### src/rtl/udma_rx_packer.sv
// udma_rx_packer: packs 16-bit HyperBus PHY read beats into 32-bit
// little-endian words for the uDMA RX channel.
//
// Ports:
//   clk_i, rst_i          clock, asynchronous active-high reset
//   trans_start_i         start pulse; samples cfg_len_i, cfg_odd_saddr_i, mem_sel_i
//   cfg_len_i             transfer length in bytes
//   cfg_odd_saddr_i       odd start address, first received byte is dropped
//   mem_sel_i             memory type, bit 1 selects byte-swapped halfwords
//   phy_valid_i/ready_o   PHY beat handshake, phy_data_i carries the beat
//   dst_valid_o/ready_i   packed word handshake, data_o carries the word
//   busy_o                transfer in progress
//   done_o                one-cycle pulse after the last word is accepted
module udma_rx_packer #(
    parameter int TRANS_SIZE = 16
) (
    input  logic                  clk_i,
    input  logic                  rst_i,
    input  logic                  trans_start_i,
    input  logic [TRANS_SIZE-1:0] cfg_len_i,
    input  logic                  cfg_odd_saddr_i,
    input  logic [1:0]            mem_sel_i,
    input  logic                  phy_valid_i,
    output logic                  phy_ready_o,
    input  logic [15:0]           phy_data_i,
    output logic                  dst_valid_o,
    input  logic                  dst_ready_i,
    output logic [31:0]           data_o,
    output logic                  busy_o,
    output logic                  done_o
);

    typedef enum logic [1:0] {
        IDLE,
        RUN,
        FLUSH,
        DONE
    } state_t;

    state_t state, state_nxt;

    logic [TRANS_SIZE-1:0] remaining, remaining_nxt;
    logic                  odd_q, odd_nxt;
    logic                  swap_q, swap_nxt;
    logic                  first_q, first_nxt;
    logic [23:0]           acc, acc_nxt;
    logic [1:0]            acc_n, acc_n_nxt;
    logic [31:0]           out_q, out_nxt;
    logic                  out_vld, out_vld_nxt;

    // Only bit 1 of the memory type matters for the byte order.
    logic                  sel_unused;
    assign sel_unused = mem_sel_i[0];

    logic                  out_free;
    logic                  drain;
    logic                  beat;
    logic [7:0]            b0, b1;
    logic [7:0]            nb0, nb1;
    logic [1:0]            n_av;
    logic [1:0]            kept;
    logic [2:0]            total;
    logic [5:0]            pos0, pos1;
    logic [39:0]           merged;
    logic [TRANS_SIZE-1:0] rem_after;
    logic                  load;
    logic [31:0]           load_word;

    assign out_free = !out_vld || dst_ready_i;
    assign drain    = out_vld && dst_ready_i;

    assign phy_ready_o = (state == RUN) && (remaining != '0) && out_free;
    assign beat        = phy_valid_i && phy_ready_o;

    // Byte order of the beat as seen by the memory.
    always_comb begin
        if (swap_q) begin
            b0 = phy_data_i[15:8];
            b1 = phy_data_i[7:0];
        end else begin
            b0 = phy_data_i[7:0];
            b1 = phy_data_i[15:8];
        end
    end

    // On an odd start the first beat contributes only its upper byte.
    always_comb begin
        if (first_q && odd_q) begin
            n_av = 2'd1;
            nb0  = b1;
            nb1  = 8'h00;
        end else begin
            n_av = 2'd2;
            nb0  = b0;
            nb1  = b1;
        end
    end

    // Bytes past the programmed length are dropped.
    always_comb begin
        kept = 2'd0;
        if (beat) begin
            if (remaining >= TRANS_SIZE'(n_av)) begin
                kept = n_av;
            end else begin
                kept = remaining[1:0];
            end
        end
    end

    assign total     = {1'b0, acc_n} + {1'b0, kept};
    assign rem_after = remaining - TRANS_SIZE'(kept);
    assign pos0      = {1'b0, acc_n, 3'b000};
    assign pos1      = pos0 + 6'd8;

    // Accumulator with the kept bytes appended; upper lanes stay zero,
    // so a short result is already a zero-padded final word.
    always_comb begin
        merged = {16'h0000, acc};
        if (kept != 2'd0) begin
            merged[pos0 +: 8] = nb0;
        end
        if (kept == 2'd2) begin
            merged[pos1 +: 8] = nb1;
        end
    end

    always_comb begin
        state_nxt     = state;
        remaining_nxt = remaining;
        odd_nxt       = odd_q;
        swap_nxt      = swap_q;
        first_nxt     = first_q;
        acc_nxt       = acc;
        acc_n_nxt     = acc_n;
        load          = 1'b0;
        load_word     = 32'h0;

        unique case (state)
            IDLE: begin
                if (trans_start_i) begin
                    remaining_nxt = cfg_len_i;
                    odd_nxt       = cfg_odd_saddr_i;
                    swap_nxt      = mem_sel_i[1];
                    first_nxt     = 1'b1;
                    acc_nxt       = 24'h0;
                    acc_n_nxt     = 2'd0;
                    if (cfg_len_i != '0) begin
                        state_nxt = RUN;
                    end else begin
                        state_nxt = DONE;
                    end
                end
            end
            RUN: begin
                if (beat) begin
                    first_nxt     = 1'b0;
                    remaining_nxt = rem_after;
                    if (total >= 3'd4) begin
                        // Full word; a fifth byte carries over to lane 0.
                        load      = 1'b1;
                        load_word = merged[31:0];
                        acc_nxt   = {16'h0000, merged[39:32]};
                        acc_n_nxt = total[1:0];
                    end else if (rem_after == '0) begin
                        load      = 1'b1;
                        load_word = merged[31:0];
                        acc_nxt   = 24'h0;
                        acc_n_nxt = 2'd0;
                    end else begin
                        acc_nxt   = merged[23:0];
                        acc_n_nxt = total[1:0];
                    end
                end else if (remaining == '0 && acc_n != 2'd0 && out_free) begin
                    // Carried byte left over after the last beat.
                    load      = 1'b1;
                    load_word = {8'h00, acc};
                    acc_nxt   = 24'h0;
                    acc_n_nxt = 2'd0;
                end
                if (load && remaining_nxt == '0 && acc_n_nxt == 2'd0) begin
                    state_nxt = FLUSH;
                end
            end
            FLUSH: begin
                if (drain) begin
                    state_nxt = DONE;
                end
            end
            DONE: begin
                state_nxt = IDLE;
            end
            default: begin
                state_nxt = IDLE;
            end
        endcase
    end

    always_comb begin
        out_nxt     = out_q;
        out_vld_nxt = out_vld;
        if (load) begin
            out_nxt     = load_word;
            out_vld_nxt = 1'b1;
        end else if (drain) begin
            out_vld_nxt = 1'b0;
        end
    end

    always_ff @(posedge clk_i or posedge rst_i) begin
        if (rst_i) begin
            state     <= IDLE;
            remaining <= '0;
            odd_q     <= 1'b0;
            swap_q    <= 1'b0;
            first_q   <= 1'b0;
            acc       <= 24'h0;
            acc_n     <= 2'd0;
            out_q     <= 32'h0;
            out_vld   <= 1'b0;
        end else begin
            state     <= state_nxt;
            remaining <= remaining_nxt;
            odd_q     <= odd_nxt;
            swap_q    <= swap_nxt;
            first_q   <= first_nxt;
            acc       <= acc_nxt;
            acc_n     <= acc_n_nxt;
            out_q     <= out_nxt;
            out_vld   <= out_vld_nxt;
        end
    end

    assign dst_valid_o = out_vld;
    assign data_o      = out_q;
    assign busy_o      = (state == RUN) || (state == FLUSH);
    assign done_o      = (state == DONE);

endmodule

### config.mk
export PLATFORM = sky130hd
export DESIGN_NAME = udma_rx_packer
export DESIGN_NICKNAME = d
export VERILOG_FILES = /design/src/rtl/udma_rx_packer.sv
export SDC_FILE = /design/constraint.sdc
export NUM_CORES = 1
export LEC_CHECK = 0
export BUFFER_PORTS_ARGS = -buffer_cell sky130_fd_sc_hd__buf_4
export CAP_MARGIN = 0
export CORE_MARGIN = 1.5
export CORE_UTILIZATION = 55
export CTS_BUF_LIST = sky130_fd_sc_hd__clkbuf_4 sky130_fd_sc_hd__clkbuf_8
export DETAILED_ROUTE_END_ITERATION = 6
export PLACE_DENSITY = 0.74
export SLEW_MARGIN = 20
export SYNTH_ARGS = -nofsm -noshare
export SYNTH_HDL_FRONTEND = slang
export SYNTH_SLANG_ARGS = --single-unit
### constraint.sdc
create_clock -name clk_i -period 5.2 [get_ports clk_i]
set_input_delay 0.78 -clock clk_i [delete_from_list [all_inputs] [get_ports clk_i]]
set_output_delay 0.78 -clock clk_i [all_outputs]
set_load 0.02 [all_outputs]
==> flow_summary.rst, run 1 <==
.. list-table::
   :header-rows: 1

   * - Metric
     - Value
   * - Flop and latch count out of synthesis
     - 80
   * - Post-DP HPWL
     - ~12 mm
   * - Timing startpoint of the critical path
     - remaining[3]
   * - Asr flop ratio synth
     - between 90% and 100%
   * - Master cell of the clock root buffer
     - sky130_fd_sc_hd__clkbuf_8
   * - Actual slew at the worst max-slew pin
     - ~1.0 ns
   * - Cell area after synthesis
     - around 5200 sq um
   * - GP Congestion
     - 0.976
   * - Post-layout minimum cycle time
     - roughly 4.9 ns
   * - Max_cap viols
     - 0
   * - Total iterations of the first detailed-routing run
     - 6
   * - Crit path setup slack, layout
     - around 0.34 ns
   * - GR Layer Usage met1
     - 41.8%
   * - Slowest cell delay on critical path
     - 0.51 ns
   * - Clock latency at the later pin of the worst-skew pair
     - around 0.37 ns
   * - Global routing's busiest layer
     - met2
   * - Path type of the worst setup path
     - reg2reg
   * - Clock tree from TritonCTS
     - yes
   * - Crit path arrival time
     - 5.08 ns
   * - Count leader, synth
     - sky130_fd_sc_hd__dfrtp_1
   * - Pins over their slew limit
     - 0
   * - Dominant cell type by area after synthesis
     - sky130_fd_sc_hd__dfrtp_1
   * - Total overflow reported by the global router
     - 0
   * - Count of endpoints failing setup in the final report
     - 0
   * - First-pass GRT wire length
     - ~25 mm
   * - CP Launch Type
     - register
   * - Cell repeated most along the worst path
     - sky130_fd_sc_hd__nor2_1
   * - Most frequent cells after synthesis
     - 80 x sky130_fd_sc_hd__dfrtp_1, 76 x sky130_fd_sc_hd__nand2_1, 63 x sky130_fd_sc_hd__o21ai_0
   * - Slowest cell on the critical path
     - sky130_fd_sc_hd__nor4_4
   * - Met2 Track Usage GR
     - 51.8%
   * - Max-slew headroom at the worst pin
     - 31.1%
   * - Final period util
     - ~93%
   * - Number of buffers between clock root and the deepest sink
     - 2
   * - Total stage count of the critical path
     - 16
   * - Largest delay share family, worst path
     - simple AND/OR/NAND/NOR gates
   * - Remaining number of nets flagged by the antenna check after routing
     - 0
   * - Met3 usage
     - 5.89%
   * - Vert. Die Dim
     - 101 um
   * - Part of the Yosys area used for sequential elements
     - between 30% and 40%
   * - Total CTS buffers
     - 9
   * - Via count of the first global-routing pass
     - between 4,000 and 5,000
   * - Residual DRC count
     - 0
   * - Area share of the largest cell type after synthesis
     - a little under two fifths
   * - Prevailing post-synth register cell
     - sky130_fd_sc_hd__dfrtp_1
   * - Nets
     - 733
   * - RSZ-0062 raised after global routing
     - no
   * - Initial standard-cell utilization of the core
     - between 50% and 60%
   * - Maximum fanout along the worst path
     - 9
   * - Accumulated negative setup slack
     - 0 ns
   * - Boundary pin count
     - 76
   * - Area inside the core boundary
     - between 9000 and 10,000 sq um
   * - Leakage power
     - ~2.6 nW
   * - Worst path bufs/invs
     - 1
   * - Power density normalized to cell area
     - around 470 nW/um^2
   * - Number of enable-type register cells in the synthesized netlist
     - 0
   * - Chip width
     - around 100 um
   * - Status
     - finished, final reports clean
   * - FF-to-FF Start
     - remaining[3]
   * - Largest net degree at the start of global routing
     - between 50 and 60
   * - Critical path required time
     - ~5.4 ns
   * - Total via count in the routed design
     - about 5,100
   * - Cell-by-cell listing of the critical path
     - nor4_4, nand4_1, nor2_1, a21oi_1, nor2_1, ha_1, inv_1, fa_1, nor4_1, nand2_1, mux2_1, or3_1, o31ai_4, nor2_1, nand2_1, o2111ai_1
   * - Highest achievable clock rate
     - 206 MHz
   * - Synth Area per Inst
     - 8.51 sq um
   * - Number of nets produced by synthesis
     - 673
   * - Peak supply drop
     - approximately 0.34 mV
   * - Worst slack after detailed placement
     - between 0.2 and 0.3 ns
   * - Synth-to-Final Area Change
     - 16.5%
   * - Placement row count
     - 35
   * - Share of post-route cells with drive strength above 1
     - approximately 17%
   * - Count of warnings emitted by yosys
     - 0
   * - Vias per cell
     - about 6.3
   * - Die area
     - 10,100 sq um
   * - Kind of end point of the critical path
     - register
   * - Depth of the CTS H-tree
     - 3
   * - Worst hold slack
     - 0.434 ns
   * - Number of DRC markers in iteration 0
     - roughly 370
   * - Post-synth cell types
     - between 60 and 70
   * - Clock skew after layout
     - roughly 0.012 ns
   * - Post-synthesis instance total
     - between 600 and 700
   * - HP Class
     - in2async
   * - Largest cells by area after synthesis
     - sky130_fd_sc_hd__dfrtp_1 38%, sky130_fd_sc_hd__o21ai_0 6.0%, sky130_fd_sc_hd__nand2_1 5.4%
   * - Antenna diode count
     - 0
   * - Num Clock Sinks
     - 80
   * - Antenna violations before repair
     - 0
   * - Logic depth of the worst register-to-register path
     - 16
   * - Clock-pin slew on the worst setup and hold paths
     - 0.09 ns
   * - GRT Overall Usage
     - between 30% and 40%
   * - Count of port buffers added during placement
     - 74
   * - Per-cell routed wire length
     - ~19 um
   * - Final WL
     - 15.5 mm
   * - Final Hold Violating Endpoints
     - 0
## where the power goes
part	internal (mW)	total [mW]	switching [mW]
Sequential	0.766	1.01	0.244
Clock	0.180	0.426	0.246
Combinational	0.507	1.44	0.930
## logic make-up after synthesis
logic type / after synthesis / synth area share (%)
xor gates and xnor gates: 7 / 1.17
AOI/OAI and AO/OA: 204 / 26.6
adders and majority gates: 16 / 4.10
muxes: 24 / 4.70
and+or+nand+nor: 224 / 20.7
buffers and inverters: 62 / 4.65
DFF: 80 / 38.1
## area by class of cell
| cell class | instances | area [sq um] |
|---|---|---|
| fill | 799 | 3120 |
| timing repair buffer | 87 | 653 |
| tap | 129 | 161 |
| inverter | 24 | 91.3 |
| clock inverter | 6 | 46.3 |
| multi-input combinational | 475 | 3030 |
| clock buffer | 10 | 131 |
| sequential | 80 | 2000 |
## state kept, by name, indices dropped and copies added, names as in the netlist
register and cells:
odd_q 1, remaining 16, swap_q 1, dst_valid_o 1
acc_n 2, first_q 1, acc 24, state 2
data_o 32
## routing by layer
| metal | vias to the layer above | wire length, um | share of wire [%] |
|---|---|---|---|
| met5 | - | 0 | 0 |
| met4 | 0 | 473 | 3.0 |
| met3 | 39 | 1050 | 6.8 |
| met2 | 228 | 7330 | 47 |
| met1 | 2466 | 6650 | 43 |
| li1 | 2411 | - | - |
## worst paths after layout
check	to	slack [ns]
max	acc[6]	0.34
min	state[1]	0.43
max reg2reg	acc[6]	0.34
min reg2reg	data_o[9]	0.49
max in group asynchronous	acc[4]	3.72
min in group clk_i	data_o[9]	0.49
## worst register-to-register path, stage by stage (launching register included)
cell                        delay (ns)
sky130_fd_sc_hd__dfrtp_1          0.49
sky130_fd_sc_hd__nor4_4           0.51
sky130_fd_sc_hd__nand4_1          0.18
sky130_fd_sc_hd__nor2_1           0.13
sky130_fd_sc_hd__a21oi_1          0.05
sky130_fd_sc_hd__nor2_1           0.17
sky130_fd_sc_hd__ha_1             0.19
sky130_fd_sc_hd__inv_1            0.05
sky130_fd_sc_hd__fa_1             0.38
sky130_fd_sc_hd__nor4_1           0.37
sky130_fd_sc_hd__nand2_1          0.13
sky130_fd_sc_hd__mux2_1           0.33
sky130_fd_sc_hd__or3_1            0.42
sky130_fd_sc_hd__o31ai_4          0.50
sky130_fd_sc_hd__nor2_1           0.30
sky130_fd_sc_hd__nand2_1          0.33
sky130_fd_sc_hd__o2111ai_1        0.18
## through the flow
stage          utilization (%)  instances  area [sq um]  total power [mW]
2_1_floorplan                -        617          5250              1.97
3_3_place_gp              64.0        795          5920              2.38
3_5_place_dp              64.0        795          5920              2.42
4_1_cts                   66.0        811          6100              2.85
5_1_grt                   66.2        811          6120              3.07
6_report                  66.2        811          6120              2.87
## cell usage in the layout, fill, tap and decap left out, types with 7 or more instances in the layout
master	count
sky130_fd_sc_hd__a22o_1	9
sky130_fd_sc_hd__and3_1	15
sky130_fd_sc_hd__and2_1	8
sky130_fd_sc_hd__or3_1	7
sky130_fd_sc_hd__ha_1	14
sky130_fd_sc_hd__a22oi_1	7
sky130_fd_sc_hd__mux2i_1	19
sky130_fd_sc_hd__o31ai_1	10
sky130_fd_sc_hd__o22ai_1	14
sky130_fd_sc_hd__o21ai_0	63
sky130_fd_sc_hd__buf_4	87
sky130_fd_sc_hd__a21oi_1	28
sky130_fd_sc_hd__o21ai_1	9
sky130_fd_sc_hd__inv_1	23
sky130_fd_sc_hd__o2bb2ai_1	9
sky130_fd_sc_hd__nand3_1	21
sky130_fd_sc_hd__nor2_1	42
sky130_fd_sc_hd__dfrtp_1	80
sky130_fd_sc_hd__nand2_1	76
sky130_fd_sc_hd__nand4_1	7
sky130_fd_sc_hd__clkbuf_8	9
sky130_fd_sc_hd__a221o_1	15
sky130_fd_sc_hd__nor4_1	11
sky130_fd_sc_hd__nor3_1	20
## timing repair
action,CTS,global route
buffers inserted,0,0
resized for setup,0,2
hold buffers,0,0
endpoints found under the hold margin,0,0
endpoints found under the setup margin,0,8
Power figures use the tool's default switching activity.
==> inputs of run 2 (changes only) <==
--- a/config.mk
+++ b/config.mk
@@ -8,10 +8,10 @@
 export BUFFER_PORTS_ARGS = -buffer_cell sky130_fd_sc_hd__buf_4
 export CAP_MARGIN = 0
 export CORE_MARGIN = 1.5
-export CORE_UTILIZATION = 55
+export CORE_UTILIZATION = 40
 export CTS_BUF_LIST = sky130_fd_sc_hd__clkbuf_4 sky130_fd_sc_hd__clkbuf_8
 export DETAILED_ROUTE_END_ITERATION = 6
-export PLACE_DENSITY = 0.74
+export PLACE_DENSITY = 0.56
 export SLEW_MARGIN = 20
 export SYNTH_ARGS = -nofsm -noshare
 export SYNTH_HDL_FRONTEND = slang
==> run 2 against run 1 <==
Effect of this change: combinational power is 6% higher; sequential share of layout area down 0.92 points; utilization fell by 17 points; sequential power decreased by 4%; critical path depth rose by 1; non-clock buffer count up 9; setup slack improved by 0.091 ns; maximum frequency rose by 1.9%; design area increased by 2.9%; clock power grew 29%; clock skew down 0.00085 ns; total power increased by 6.2%; largest power group unchanged.
==> flow_summary.rst, run 2 (synthesis gave the netlist of run 1 again) <==
.. list-table::
   :header-rows: 1

   * - Metric
     - Value
   * - Residual DRC count
     - 0
   * - Total overflow reported by the global router
     - 0
   * - Total via count in the routed design
     - a little over 5,000
   * - Maximum fanout along the worst path
     - 11
   * - Worst hold path cell count
     - 2
   * - Power density normalized to cell area
     - 485 nW/um^2
   * - Nets
     - 743
   * - Chip width
     - 118 um
   * - Critical path required time
     - around 5.4 ns
   * - Die area
     - 13,800 sq um
   * - Hold Crit Endpoint
     - data_o[8]
   * - Antenna violations before repair
     - 0
   * - Most frequent standard cell in the layout excluding fill and tap cells
     - sky130_fd_sc_hd__buf_4
   * - Placed standard-cell area
     - ~6000 sq um
   * - Leakage power
     - ~2.7 nW
   * - Post-layout minimum cycle time
     - 4.77 ns
   * - GP Congestion
     - 0.906
   * - Detail Route met3 WL
     - around 960 um
   * - Area used by multi-input combinational logic
     - roughly 3000 sq um
   * - Count of port buffers added during placement
     - 74
   * - Clock-pin slew on the worst setup and hold paths
     - around 0.09 ns
   * - Actual slew at the worst max-slew pin
     - 0.891 ns
   * - Pins over their slew limit
     - 0
   * - Final WL
     - between 15 and 20 mm
   * - Final core occ
     - 49.5%
   * - CP Launch Type
     - register
   * - Via count of the first global-routing pass
     - 4,791
   * - Clock skew after layout
     - ~0.011 ns
   * - Num Clock Sinks
     - 80
   * - Switching share of total power
     - between 40% and 50%
   * - Synth-to-Final Area Change
     - 19.9%
   * - Commonest cells after routing, fill and taps aside
     - 96 x sky130_fd_sc_hd__buf_4, 80 x sky130_fd_sc_hd__dfrtp_1, 76 x sky130_fd_sc_hd__nand2_1
   * - Highest achievable clock rate
     - 210 MHz
   * - Peak supply drop
     - 0.293 mV
   * - Clock latency at the later pin of the worst-skew pair
     - approximately 0.38 ns
   * - First-pass GRT wire length
     - about 26 mm
   * - Post-DP HPWL
     - 12.4 mm
   * - Path type of the worst setup path
     - reg2reg
   * - Count of endpoints failing setup in the final report
     - 0
   * - Internal power
     - 1.60 mW
   * - Clock share of power
     - roughly 18%
   * - Final Hold Violating Endpoints
     - 0
   * - Met1 wire length
     - slightly above 8 mm
   * - Depth of the CTS H-tree
     - 3
   * - Max_cap viols
     - 0
   * - Antenna diode count
     - 0
   * - Count of hold-fix buffers inserted at cts
     - 0
   * - Final Instance Area
     - roughly 6300 sq um
   * - Placement row count
     - 41
   * - Number of flip-flops under the largest register name
     - 32
   * - Kind of end point of the critical path
     - register
   * - Sequential share of power
     - a little under a third
   * - Max-slew headroom at the worst pin
     - 39.7%
   * - Combinational share of power
     - between 50% and 60%
   * - RSZ-0062 raised after global routing
     - no
   * - Worst hold slack
     - 0.490 ns
   * - R2R setup slack
     - around 0.43 ns
   * - Power spent charging and discharging nets
     - 1.45 mW
   * - FF-to-FF Start
     - remaining[12]
   * - Area of all sequential standard cells
     - around 2000 sq um
   * - Total of fill cells in the finished design
     - around 1,300
   * - Source of the worst hold timing path
     - data_o[8]
   * - Number of DRC markers in iteration 0
     - around 430
   * - Gates resized, CTS repair
     - 0
   * - Vert. Die Dim
     - between 100 and 150 um
   * - Total met2 wirelength after detailed routing
     - ~7.3 mm
   * - Area inside the core boundary
     - 12,700 sq um
   * - HP Class
     - reg2reg
   * - Boundary pin count
     - 76
   * - Reg2Reg Capture Point
     - acc[6]
   * - Remaining number of nets flagged by the antenna check after routing
     - 0
   * - Master cell of the clock root buffer
     - sky130_fd_sc_hd__clkbuf_8
   * - Status
     - finished, final reports clean
   * - Top layer used by detailed routing
     - met4
   * - Accumulated negative setup slack
     - 0 ns
   * - Largest net degree at the start of global routing
     - 56
   * - Per-cell routed wire length
     - around 19 um
   * - Vias per cell
     - 5.87
   * - Total iterations of the first detailed-routing run
     - 4
   * - Initial standard-cell utilization of the core
     - approximately two fifths
   * - Share of post-route cells with drive strength above 1
     - a little under a fifth
   * - Crit path arrival time
     - roughly 5 ns
   * - Number of buffers between clock root and the deepest sink
     - 2
   * - Total CTS buffers
     - 9
   * - Final period util
     - between 90% and 100%
   * - GRT Overall Usage
     - 24.3%
   * - Clock tree from TritonCTS
     - yes
   * - Logic depth of the worst register-to-register path
     - 17
run 2: through the flow:
step | power [mW] | cells | worst slack (ns)
global route | 3.25 | 864 | 0.0246
global placement | 2.44 | 847 | 0.387
finish | 3.05 | 864 | 0.434
floorplan | 1.97 | 617 | 0.479
detailed placement | 2.47 | 847 | 0.357
CTS | 3.02 | 863 | 0.458
run 2: worst max-delay path by stage:
stage | start | to
after detailed placement | dst_ready_i | data_o[26]
after CTS | remaining[12] | data_o[31]
final | remaining[12] | acc[6]
after global placement | dst_ready_i | acc[5]
after floorplan | dst_ready_i | data_o[1]
after global routing | remaining[12] | acc[7]
run 2: cell type report:
cell class                 instances  share of cell area, %
tap                              172                   3.42
multi-input combinational        476                   48.1
clock inverter                     4                   1.21
timing repair buffer              96                   11.5
inverter                          24                   1.47
clock buffer                      12                   2.53
sequential                        80                   31.8
run 2: timing repair:
| action | 4_1_cts | 5_1_grt |
|---|---|---|
| endpoints found under the hold margin | 0 | 0 |
| setup endpoints to repair | 0 | 5 |
| buffers inserted | 0 | 0 |
run 2: critical path: stages (launching register included):
cell and delay (ns):
sky130_fd_sc_hd__dfrtp_1 0.39, sky130_fd_sc_hd__nor4_1 0.55, sky130_fd_sc_hd__nand4_1 0.23, sky130_fd_sc_hd__nor2_1 0.14, sky130_fd_sc_hd__a21oi_1 0.05, sky130_fd_sc_hd__nor2_1 0.15, sky130_fd_sc_hd__ha_1 0.19, sky130_fd_sc_hd__inv_1 0.05
sky130_fd_sc_hd__fa_1 0.38, sky130_fd_sc_hd__nor4_1 0.40, sky130_fd_sc_hd__nand2_1 0.13, sky130_fd_sc_hd__mux2_1 0.32, sky130_fd_sc_hd__or3_1 0.43, sky130_fd_sc_hd__o31ai_4 0.30, sky130_fd_sc_hd__buf_4 0.26, sky130_fd_sc_hd__nor2_1 0.18
sky130_fd_sc_hd__nand2_1 0.30, sky130_fd_sc_hd__o2111ai_1 0.17
run 2: layer usage:
| metal | vias to the layer above | GRT usage (%) |
|---|---|---|
| li1 | 2433 | - |
| met1 | 2434 | 36.2 |
| met2 | 181 | 36.1 |
| met3 | 27 | 3.00 |
| met4 | 0 | 8.99 |
| met5 | - | 0 |
run 2: power by group through the flow:
stage	clock network [mW]	registers [mW]	logic [mW]
CTS	0.561	0.963	1.50
finish	0.550	0.969	1.53
global placement	0	0.970	1.47
global route	0.579	0.996	1.68
floorplan	0	0.878	1.09
detailed placement	0	0.973	1.50
==> inputs of run 3 (changes only) <==
--- a/config.mk
+++ b/config.mk
@@ -11,7 +11,7 @@
 export CORE_UTILIZATION = 40
 export CTS_BUF_LIST = sky130_fd_sc_hd__clkbuf_4 sky130_fd_sc_hd__clkbuf_8
 export DETAILED_ROUTE_END_ITERATION = 6
-export PLACE_DENSITY = 0.56
+export REMOVE_ABC_BUFFERS = 1
 export SLEW_MARGIN = 20
 export SYNTH_ARGS = -nofsm -noshare
 export SYNTH_HDL_FRONTEND = slang
==> run 3 against run 2 <==
Effect of this change: utilization grew 0.31 points; critical endpoint is now data_o[2]; first-iteration DRC count grew 78%; maximum frequency shrank 0.43%; highest routed layer unchanged; sequential power grew 0.9%; register-to-register slack lost 0.02 ns.
==> flow_summary.rst, run 3 (synthesis gave the netlist of run 1 again) <==
.. list-table::
   :header-rows: 1

   * - Metric
     - Value
   * - Largest net degree at the start of global routing
     - 52
   * - Count of port buffers added during placement
     - 74
   * - Combinational share of power
     - between 40% and 50%
   * - Crit path arrival time
     - between 5 and 6 ns
   * - Max-slew headroom at the worst pin
     - 33.8%
   * - Final standard cell count with taps included and fillers excluded
     - 866
   * - Internal power
     - 1.64 mW
   * - Clock tree from TritonCTS
     - yes
   * - Setup Fix Bufs, Post-CTS
     - 0
   * - First-pass GRT wire length
     - ~26 mm
   * - Clock latency at the later pin of the worst-skew pair
     - between 0.3 and 0.4 ns
   * - Chip width
     - around 120 um
   * - Vert. Die Dim
     - approximately 120 um
   * - Post-DP HPWL
     - around 12 mm
   * - Boundary pin count
     - 76
   * - Nets
     - between 700 and 800
   * - Power, Total
     - 3.07 mW
   * - Peak supply drop
     - 0.316 mV
   * - Antenna violations before repair
     - 0
   * - Number of DRC markers in iteration 0
     - around 770
   * - Synth-to-Final Area Change
     - 20.6%
   * - Die area
     - roughly 14,000 sq um
   * - Power density normalized to cell area
     - 484 nW/um^2
   * - Final period util
     - 92.1%
   * - Sequential share of power
     - a little under a third
   * - Area inside the core boundary
     - about 13,000 sq um
   * - GP Congestion
     - between 0.9 and 1
   * - Gates resized, CTS repair
     - 0
   * - Actual slew at the worst max-slew pin
     - ~0.99 ns
   * - Residual DRC count
     - 0
   * - Vias per cell
     - about 6.0
   * - Final Hold Violating Endpoints
     - 0
   * - Final WL
     - ~17 mm
   * - FF-to-FF Start
     - remaining[12]
   * - CP Launch Type
     - register
   * - Antenna diode count
     - 0
   * - R2R setup slack
     - ~0.41 ns
   * - Leakage power
     - approximately 2.7 nW
   * - Switching share of total power
     - between 40% and 50%
   * - Crit path setup slack, layout
     - 0.413 ns
   * - Accumulated negative setup slack
     - 0 ns
   * - Placement row count
     - 41
   * - Reg2Reg Capture Point
     - data_o[2]
   * - Clock share of power
     - a little under a fifth
   * - Num Clock Sinks
     - 80
   * - Clock-pin slew on the worst setup and hold paths
     - 0.08 ns
   * - Initial standard-cell utilization of the core
     - approximately two fifths
   * - Kind of end point of the critical path
     - register
   * - Count of endpoints failing setup in the final report
     - 0
   * - Total iterations of the first detailed-routing run
     - 6
   * - Pins over their slew limit
     - 0
   * - Share of post-route cells with drive strength above 1
     - about a fifth
   * - Status
     - finished, final reports clean
   * - Total CTS buffers
     - 9
   * - HP Class
     - in2async
   * - DP Cell Count
     - around 850
   * - Total overflow reported by the global router
     - 0
   * - Worst slack after detailed placement
     - roughly 0.38 ns
   * - GRT Overall Usage
     - 24.0%
   * - Number of buffers between clock root and the deepest sink
     - 2
   * - Count of hold-fix buffers inserted at cts
     - 0
   * - Total via count in the routed design
     - 5,234
   * - Post-layout minimum cycle time
     - 4.79 ns
   * - Master cell of the clock root buffer
     - sky130_fd_sc_hd__clkbuf_8
   * - Total of fill cells in the finished design
     - ~1,300
   * - Highest achievable clock rate
     - between 200 and 250 MHz
   * - Remaining number of nets flagged by the antenna check after routing
     - 0
   * - Critical path required time
     - between 5 and 6 ns
   * - Commonest cells after routing, fill and taps aside
     - 97 x sky130_fd_sc_hd__buf_4, 80 x sky130_fd_sc_hd__dfrtp_1, 76 x sky130_fd_sc_hd__nand2_1
   * - Per-cell routed wire length
     - between 15 and 20 um
   * - Via count of the first global-routing pass
     - 4,993
   * - Max_cap viols
     - 0
   * - Number of flip-flops under the largest register name
     - 32
   * - Most frequent standard cell in the layout excluding fill and tap cells
     - sky130_fd_sc_hd__buf_4
   * - Maximum fanout along the worst path
     - 16
   * - RSZ-0062 raised after global routing
     - no
   * - Depth of the CTS H-tree
     - 3
   * - Path type of the worst setup path
     - reg2reg
   * - Logic depth of the worst register-to-register path
     - 17
   * - Power spent charging and discharging nets
     - between 1 and 1.5 mW
   * - Clock skew after layout
     - just under 0.01 ns
## run 3: changes by cell type in the layout (fill, tap and decap cells not counted), sizes merged
cell | previous run | this run
inv | 24 | 23
buf | 96 | 98
clkbuf | 12 | 11
bufinv | 2 | 3
clkinvlp | 1 | 0
clkinv | 1 | 3
## run 3: final cells by class
class,instances,area (sq um),area share (%)
clock buffers,11,145,2.29
clock inverters,5,104,1.64
repair buffers,98,748,11.8
flip-flops and latches,80,2000,31.6
multi-input cells,476,3030,47.8
well taps,172,215,3.40
inverters,24,91.3,1.44
## run 3: worst max-delay path by stage
stage / startpoint / to / slack, ns / cells after the start
3_3_place_gp: dst_ready_i / data_o[13] / 0.39 / 18
6_report: remaining[12] / data_o[2] / 0.41 / 17
3_5_place_dp: dst_ready_i / data_o[13] / 0.38 / 18
5_1_grt: remaining[12] / data_o[6] / 0.01 / 17
2_1_floorplan: state[1] / data_o[0] / 0.04 / 15
4_1_cts: remaining[12] / data_o[13] / 0.52 / 18
## run 3: per-stage QoR
step / hold slack [ns] / util, % / cell area (sq um)
final: 0.441 / 49.8 / 6330
after global routing: 0.472 / 49.8 / 6330
after CTS: 0.448 / 49.7 / 6320
after detailed placement: 0.472 / 47.7 / 6070
after global placement: 0.466 / 47.7 / 6070
after floorplan: 0.460 / - / 5090
## run 3: power by group through the flow
stage / Sequential (mW) / Combinational (mW) / Clock, mW
CTS: 0.969 / 1.49 / 0.588
detailed placement: 0.980 / 1.49 / 0
global placement: 0.972 / 1.46 / 0
finish: 0.978 / 1.51 / 0.575
floorplan: 0.951 / 0.969 / 0
global route: 1.00 / 1.66 / 0.608
## run 3: per-layer routing
metal | track usage (%) | routed length (um) | vias up
met3 | 3.49 | 1340 | 35
met5 | 0 | 0 | -
met2 | 34.9 | 7160 | 255
met4 | 9.45 | 413 | 0
li1 | - | - | 2432
met1 | 35.9 | 7730 | 2512
## run 3: worst max-delay path: stages, from the launching register on
cell and delay, ns:
sky130_fd_sc_hd__dfrtp_1 0.38, sky130_fd_sc_hd__nor4_1 0.57, sky130_fd_sc_hd__nand4_1 0.24, sky130_fd_sc_hd__nor2_1 0.15, sky130_fd_sc_hd__a21oi_1 0.05, sky130_fd_sc_hd__nor2_1 0.15
sky130_fd_sc_hd__ha_1 0.18, sky130_fd_sc_hd__inv_1 0.05, sky130_fd_sc_hd__fa_1 0.38, sky130_fd_sc_hd__nor4_1 0.44, sky130_fd_sc_hd__nand2_1 0.14, sky130_fd_sc_hd__mux2_1 0.33
sky130_fd_sc_hd__or3_1 0.40, sky130_fd_sc_hd__o31ai_4 0.27, sky130_fd_sc_hd__buf_12 0.18, sky130_fd_sc_hd__nand2_2 0.18, sky130_fd_sc_hd__o21bai_2 0.41, sky130_fd_sc_hd__a221o_1 0.23
